`src/rtl/tick_scheduler_if.sv`:
```
// Grant handshake between the tick scheduler and its single shared consumer.
// The scheduler (master) presents a channel index with a valid flag; the
// consumer (slave) accepts it with a one-cycle ack.
interface tick_scheduler_if #(
  parameter int CH_W = 2
);
  logic            gnt_valid;
  logic [CH_W-1:0] gnt_ch;
  logic            gnt_ack;

  modport master (output gnt_valid, output gnt_ch, input  gnt_ack);
  modport slave  (input  gnt_valid, input  gnt_ch, output gnt_ack);
endinterface

```
`src/rtl/tick_scheduler.sv`:
```
// Periodic task scheduler. Each channel counts timebase ticks down from its
// programmed period and raises a pending flag on expiry. Pending channels are
// served one at a time through a round-robin valid/ack grant; an expiry that
// lands on a still-pending channel sets a sticky overrun flag.
module tick_scheduler #(
  parameter int NUM_CH = 4,
  parameter int CNT_W  = 16,
  parameter int CH_W   = 2
) (
  input  logic                    i_clk,
  input  logic                    i_rst,
  input  logic                    i_tick,
  input  logic [NUM_CH-1:0]       i_en,
  input  logic [NUM_CH*CNT_W-1:0] i_period,
  input  logic [NUM_CH-1:0]       i_ovr_clr,
  output logic [NUM_CH-1:0]       o_pend,
  output logic [NUM_CH-1:0]       o_ovr,
  tick_scheduler_if.master        io_gnt
);

  typedef enum logic {S_IDLE, S_GRANT} state_t;

  state_t            r_state;
  logic [CNT_W-1:0]  r_cnt [NUM_CH];
  logic [NUM_CH-1:0] r_pend;
  logic [NUM_CH-1:0] r_ovr;
  logic              r_gnt_valid;
  logic [CH_W-1:0]   r_gnt_ch;
  logic [CH_W-1:0]   r_last;

  logic [CNT_W-1:0]  w_reload [NUM_CH];
  logic [NUM_CH-1:0] w_expire;
  logic [NUM_CH-1:0] w_ack_clr;
  logic [CH_W-1:0]   w_sel;

  // Reload value (period minus one, a zero period behaving as one), expiry
  // detect and the one-hot pending clear produced by an accepted grant.
  always_comb begin
    // NOTE: every combinational output gets a default first, so no path
    // through the block leaves it unassigned and no latch is inferred.
    w_expire  = '0;
    w_ack_clr = '0;
    for (int i = 0; i < NUM_CH; i++) begin
      w_reload[i] = (i_period[i*CNT_W +: CNT_W] == '0) ? '0
                    : i_period[i*CNT_W +: CNT_W] - 1'b1;
      w_expire[i] = i_en[i] && i_tick && (r_cnt[i] == '0);
      w_ack_clr[i] = (r_state == S_GRANT) && io_gnt.gnt_ack
                     && (r_gnt_ch == CH_W'(i));
    end
  end

  // Round-robin pick: scan offsets NUM_CH down to 1 so the smallest offset
  // after the last granted channel is the one left standing.
  always_comb begin
    w_sel = '0;
    for (int k = NUM_CH; k >= 1; k--) begin
      if (r_pend[(int'(r_last) + k) % NUM_CH])
        w_sel = CH_W'((int'(r_last) + k) % NUM_CH);
    end
  end

  // Per-channel countdown, pending and sticky overrun flags.
  always_ff @(posedge i_clk) begin
    if (i_rst) begin
      // NOTE: the counters form a small register array but each one has an
      // architectural reset value, so they are cleared here, unlike a RAM.
      for (int i = 0; i < NUM_CH; i++) r_cnt[i] <= '0;
      r_pend <= '0;
      r_ovr  <= '0;
    end else begin
      for (int i = 0; i < NUM_CH; i++) begin
        // NOTE: state is assigned non-blocking so every reader in this
        // clock sees the pre-edge value, independent of statement order.
        if (!i_en[i]) begin
          // A disabled channel stays armed with the current period.
          r_cnt[i]  <= w_reload[i];
          r_pend[i] <= 1'b0;
        end else if (w_expire[i]) begin
          // Expiry wins over a same-cycle ack, so the request is not lost.
          r_cnt[i]  <= w_reload[i];
          r_pend[i] <= 1'b1;
        end else begin
          if (i_tick)       r_cnt[i]  <= r_cnt[i] - 1'b1;
          if (w_ack_clr[i]) r_pend[i] <= 1'b0;
        end

        // Set has priority over the software clear.
        if (w_expire[i] && r_pend[i] && !w_ack_clr[i]) r_ovr[i] <= 1'b1;
        else if (i_ovr_clr[i])                         r_ovr[i] <= 1'b0;
      end
    end
  end

  // Grant FSM with registered valid/channel; a grant is held until acked.
  always_ff @(posedge i_clk) begin
    if (i_rst) begin
      r_state     <= S_IDLE;
      r_gnt_valid <= 1'b0;
      r_gnt_ch    <= '0;
      r_last      <= CH_W'(NUM_CH - 1);
    end else begin
      case (r_state)
        S_IDLE: begin
          if (r_pend != '0) begin
            r_gnt_ch    <= w_sel;
            r_gnt_valid <= 1'b1;
            r_state     <= S_GRANT;
          end
        end
        S_GRANT: begin
          if (io_gnt.gnt_ack) begin
            r_last      <= r_gnt_ch;
            r_gnt_valid <= 1'b0;
            r_state     <= S_IDLE;
          end
        end
        default: begin
          r_gnt_valid <= 1'b0;
          r_state     <= S_IDLE;
        end
      endcase
    end
  end

  assign io_gnt.gnt_valid = r_gnt_valid;
  assign io_gnt.gnt_ch    = r_gnt_ch;
  assign o_pend           = r_pend;
  assign o_ovr            = r_ovr;

endmodule

```
`src/flat_wrapper.sv`:
```
// flat-port wrapper written by rule: the top's interface ports become plain ports
module tick_scheduler_flat 
#(
  parameter int NUM_CH = 4,
  parameter int CNT_W  = 16,
  parameter int CH_W   = 2
)
  (i_clk, i_rst, i_tick, i_en, i_period, i_ovr_clr, o_pend, o_ovr, io_gnt_gnt_valid, io_gnt_gnt_ch, io_gnt_gnt_ack);
  tick_scheduler_if #(.CH_W(CH_W)) io_gnt_i ();
  input  logic i_clk;
  input  logic i_rst;
  input  logic i_tick;
  input  logic [NUM_CH-1:0] i_en;
  input  logic [NUM_CH*CNT_W-1:0] i_period;
  input  logic [NUM_CH-1:0] i_ovr_clr;
  output logic [NUM_CH-1:0] o_pend;
  output logic [NUM_CH-1:0] o_ovr;
  output wire logic [$bits(io_gnt_i.gnt_valid)-1:0] io_gnt_gnt_valid;
  output wire logic [$bits(io_gnt_i.gnt_ch)-1:0] io_gnt_gnt_ch;
  input wire logic [$bits(io_gnt_i.gnt_ack)-1:0] io_gnt_gnt_ack;
  assign io_gnt_gnt_valid = io_gnt_i.gnt_valid;
  assign io_gnt_gnt_ch = io_gnt_i.gnt_ch;
  assign io_gnt_i.gnt_ack = io_gnt_gnt_ack;
  tick_scheduler #(.NUM_CH(NUM_CH), .CNT_W(CNT_W), .CH_W(CH_W)) u_core (.i_clk(i_clk), .i_rst(i_rst), .i_tick(i_tick), .i_en(i_en), .i_period(i_period), .i_ovr_clr(i_ovr_clr), .o_pend(o_pend), .o_ovr(o_ovr), .io_gnt(io_gnt_i));
endmodule
```
`config.mk`:
```
export PLATFORM = sky130hd
export DESIGN_NAME = tick_scheduler_flat
export DESIGN_NICKNAME = d
export VERILOG_FILES = /design/src/rtl/tick_scheduler_if.sv /design/src/rtl/tick_scheduler.sv /design/src/flat_wrapper.sv
export SDC_FILE = /design/constraint.sdc
export NUM_CORES = 1
export LEC_CHECK = 0
export ABC_AREA = 1
export BUFFER_PORTS_ARGS = -buffer_cell sky130_fd_sc_hd__buf_2
export CAP_MARGIN = 20
export CORE_ASPECT_RATIO = 1.2
export CORE_MARGIN = 4
export CORE_UTILIZATION = 40
export DETAILED_ROUTE_END_ITERATION = 12
export SYNTH_ARGS = -nofsm -noshare
export SYNTH_HDL_FRONTEND = slang
export SYNTH_SLANG_ARGS = --single-unit
export TNS_END_PERCENT = 1
```
`constraint.sdc`:
```
create_clock -name i_clk -period 4.7 [get_ports i_clk]
set_input_delay 0.235 -clock i_clk [delete_from_list [all_inputs] [get_ports i_clk]]
set_output_delay 0.235 -clock i_clk [all_outputs]
set_load 0.02 [all_outputs]
```
==> results.sh <==
export IMPL_p_leak_nw=3.57
export IMPL_finalWeightedCongestion=0.853
export IMPL_die_h_um=150
export IMPL_drt_met1_wl_um=7330
export IMPL_maxClockFrequency_mhz=494
export IMPL_yosys_top_cells_area="edfxtp_1 (29%), nand2_1 (14%), nor2_1 (11%)"
export IMPL_wl_per_cell_um=12.4
export IMPL_dr_total_vias=6294
export IMPL_finalNonFillerCells=1305
export IMPL_final_nets=1175
export IMPL_synth_top_cell_by_area="edfxtp_1"
export IMPL_final_cell_area_mm2=0.00757
export IMPL_p_sw_mw=0.556
export IMPL_antenna_found_initial=0
export IMPL_wl_um=16200
export IMPL_multi_input_area_mm2=0.00389
export IMPL_design_portCount=87
export IMPL_root_buffer="clkbuf_16"
export IMPL_grt_start_max_net_pins=19
export IMPL_slew_violations=0
export IMPL_port_buffers=86
export IMPL_synth_fp_nets=1096
export IMPL_top_layer="met4"
export IMPL_final_fill_count=1756
export IMPL_synth_commonest_cells="nand2_1 (250), nor2_1 (204), inv_1 (121)"
export IMPL_grt_pass1_wl_um=26900
export IMPL_cts_tree="built"
export IMPL_post_cts_buffers=0
export IMPL_setup_viol=0
export IMPL_synth_most_common_cell="nand2_1"
export IMPL_dpl_instance_area_mm2=0.00726
export IMPL_cap_viol_max_count=0
export IMPL_avgSynthCellArea_um2=6.64
export IMPL_synthToLayoutAreaGrowth_pct=13.0
export IMPL_power_density_mw_per_mm2=261
export IMPL_crit_fanout=18
export IMPL_numClockSinks=78
export IMPL_rows=51
export IMPL_status="finished clean"
export IMPL_drt_iter0_drc=386
export IMPL_initial_core_util_pct=41.0
export IMPL_combinationalPowerShare_pct=20.8
export IMPL_synthFlopType="edfxtp_1"
export IMPL_clk_path_buf_depth=2
export IMPL_placedCellCount=1289
export IMPL_antenna_left=0
export IMPL_finalSetupTns_ns=0
export IMPL_vias_per_cell=4.82
export IMPL_yosysWarnings=0
export IMPL_p_seq_share_pct=42.9
export IMPL_rsz0062_at_grt="no"
export IMPL_cts_resized=0
export IMPL_ys_seq_area_share_pct=32.9
export IMPL_die_area_mm2=0.0189
export IMPL_power_internal_mw=1.42
export IMPL_synth_edf_count=64
export IMPL_endpoint_kind="register"
export IMPL_die_w_um=126
export IMPL_drive_gt1_share_pct=11.8
export IMPL_drc=0
export IMPL_synth_async_reset_ratio_pct=0
export IMPL_synth_top_area_share_pct=28.7
export IMPL_finalCritPeriodShare_pct=43.1
export IMPL_relSlewSlack_pct=28.6
export IMPL_netlist_area_mm2=0.00670
export IMPL_wl_met3_um=579
export IMPL_dr_wl_met2_um=8070
export IMPL_clk_latency_ns=0.33
export IMPL_arrival_ns=2.08
export IMPL_ff_latch_area_mm2=0.00220
export IMPL_overflow=0
export IMPL_cts_inserted_buffers=9
export IMPL_first_global_vias=5898
export IMPL_grt_use_total_pct=17.3
export IMPL_p_clk_share_pct=36.3
export IMPL_core_mm2=0.0163
export IMPL_min_period_ns=2.03
export IMPL_vdd_drop_max_mv=0.161
export IMPL_holdBufCountCts=0
export IMPL_drt_pass1_iterations=5
export IMPL_yosysUniqueCellTypes=40
export IMPL_p_sw_share_pct=28.1
export IMPL_worst_pin_slew_ns=1.07
export IMPL_ys_ff_latch=78
export IMPL_clock_skew_ns=0.00452
export IMPL_synthCells=1009
export IMPL_finalHoldViolCount=0
export IMPL_hp_class="primary input to register"
export IMPL_cts_htree_levels=3
export IMPL_post_dp_hpwl_um=13300
export IMPL_start_kind="register"
export IMPL_worstSetupPathType="register to register"
export IMPL_worstPathRequired_ns=4.76
export IMPL_clk_pin_slew_worst_paths_ns=0.06
export IMPL_diodes=0
-- logic make-up after synthesis --
logic type,count (synthesis),share of synthesized area (%)
buffers and inverters,144,9.02
AOI/OAI and AO/OA,98,8.24
DFF,78,32.9
and+or+nand+nor,601,37.7
adders and majority gates,11,2.05
xor gates and xnor gates,77,10.1
-- final cells by class --
| cell class | instances | share of cell area, % |
|---|---|---|
| clock buffers | 11 | 3.07 |
| flip-flops and latches | 78 | 29.1 |
| inverters | 126 | 6.28 |
| repair buffers | 86 | 5.69 |
| clock inverters | 5 | 0.975 |
| well taps | 212 | 3.50 |
| multi-input cells | 787 | 51.4 |
-- path summary, 6_finish.rpt --
kind,from,endpoint,cells after the start,slack (ns)
setup / recovery,u_core.r_cnt[0][16],u_core.r_cnt[0][26],9,2.67
hold / removal,i_en[1],u_core.o_pend[1],2,0.15
setup reg to reg,u_core.r_cnt[0][16],u_core.r_cnt[0][26],9,2.67
hold reg to reg,u_core.o_ovr[3],u_core.o_ovr[3],2,0.46
-- power groups by stage --
stage	logic, mW	clock network, mW	registers, mW
global route	0.475	0.758	0.857
detailed placement	0.409	0	0.863
finish	0.411	0.718	0.849
floorplan	0.301	0	0.853
global placement	0.407	0	0.863
CTS	0.412	0.732	0.849
-- metal layers --
layer | vias up | track usage, %
met5 | - | 0
met4 | 0 | 5.26
met3 | 16 | 2.43
met2 | 120 | 31.0
met1 | 2770 | 21.5
li1 | 3388 | -
-- state kept, by name (all words and copies together), names as in the netlist --
signal and count:
u_core.o_pend 4, u_core.io_gnt.gnt_valid 1, u_core.o_ovr 4, u_core.r_cnt 64, u_core.r_last 2, u_core.r_state 1, u_core.io_gnt.gnt_ch 2
-- critical path, stage by stage (launching register included) --
cell and delay [ns]:
edfxtp_1 0.35, inv_1 0.09, ha_1 0.20, nand2_1 0.10
inv_1 0.11, nand3_1 0.14, nand2_2 0.31, inv_2 0.20
o21ai_1 0.15, a21oi_1 0.09
-- cells in the final DEF, fill, tap and decap left out, drive strengths merged, types with 3 or more instances in the layout --
cell / n
a21oi: 54
nand3: 95
o211ai: 3
clkinv: 4
ha: 11
or2: 3
dfxtp: 14
a22oi: 3
o211a: 3
clkbuf: 11
xnor2: 24
nor3: 12
nand4: 17
o21ai: 29
xor2: 53
nor2: 212
nand2: 258
buf: 86
edfxtp: 64
inv: 125
-- metrics by stage --
stage	power, mW	worst slack, ns	utilization (%)	hold slack, ns
finish	1.98	2.67	46.3	0.155
global route	2.09	2.44	46.3	0.156
CTS	1.99	2.66	46.3	0.139
detailed placement	1.27	2.40	44.5	0.459
global placement	1.27	2.42	44.5	0.453
floorplan	1.15	2.97	-	0.364
(Power assumes the default switching activity.)
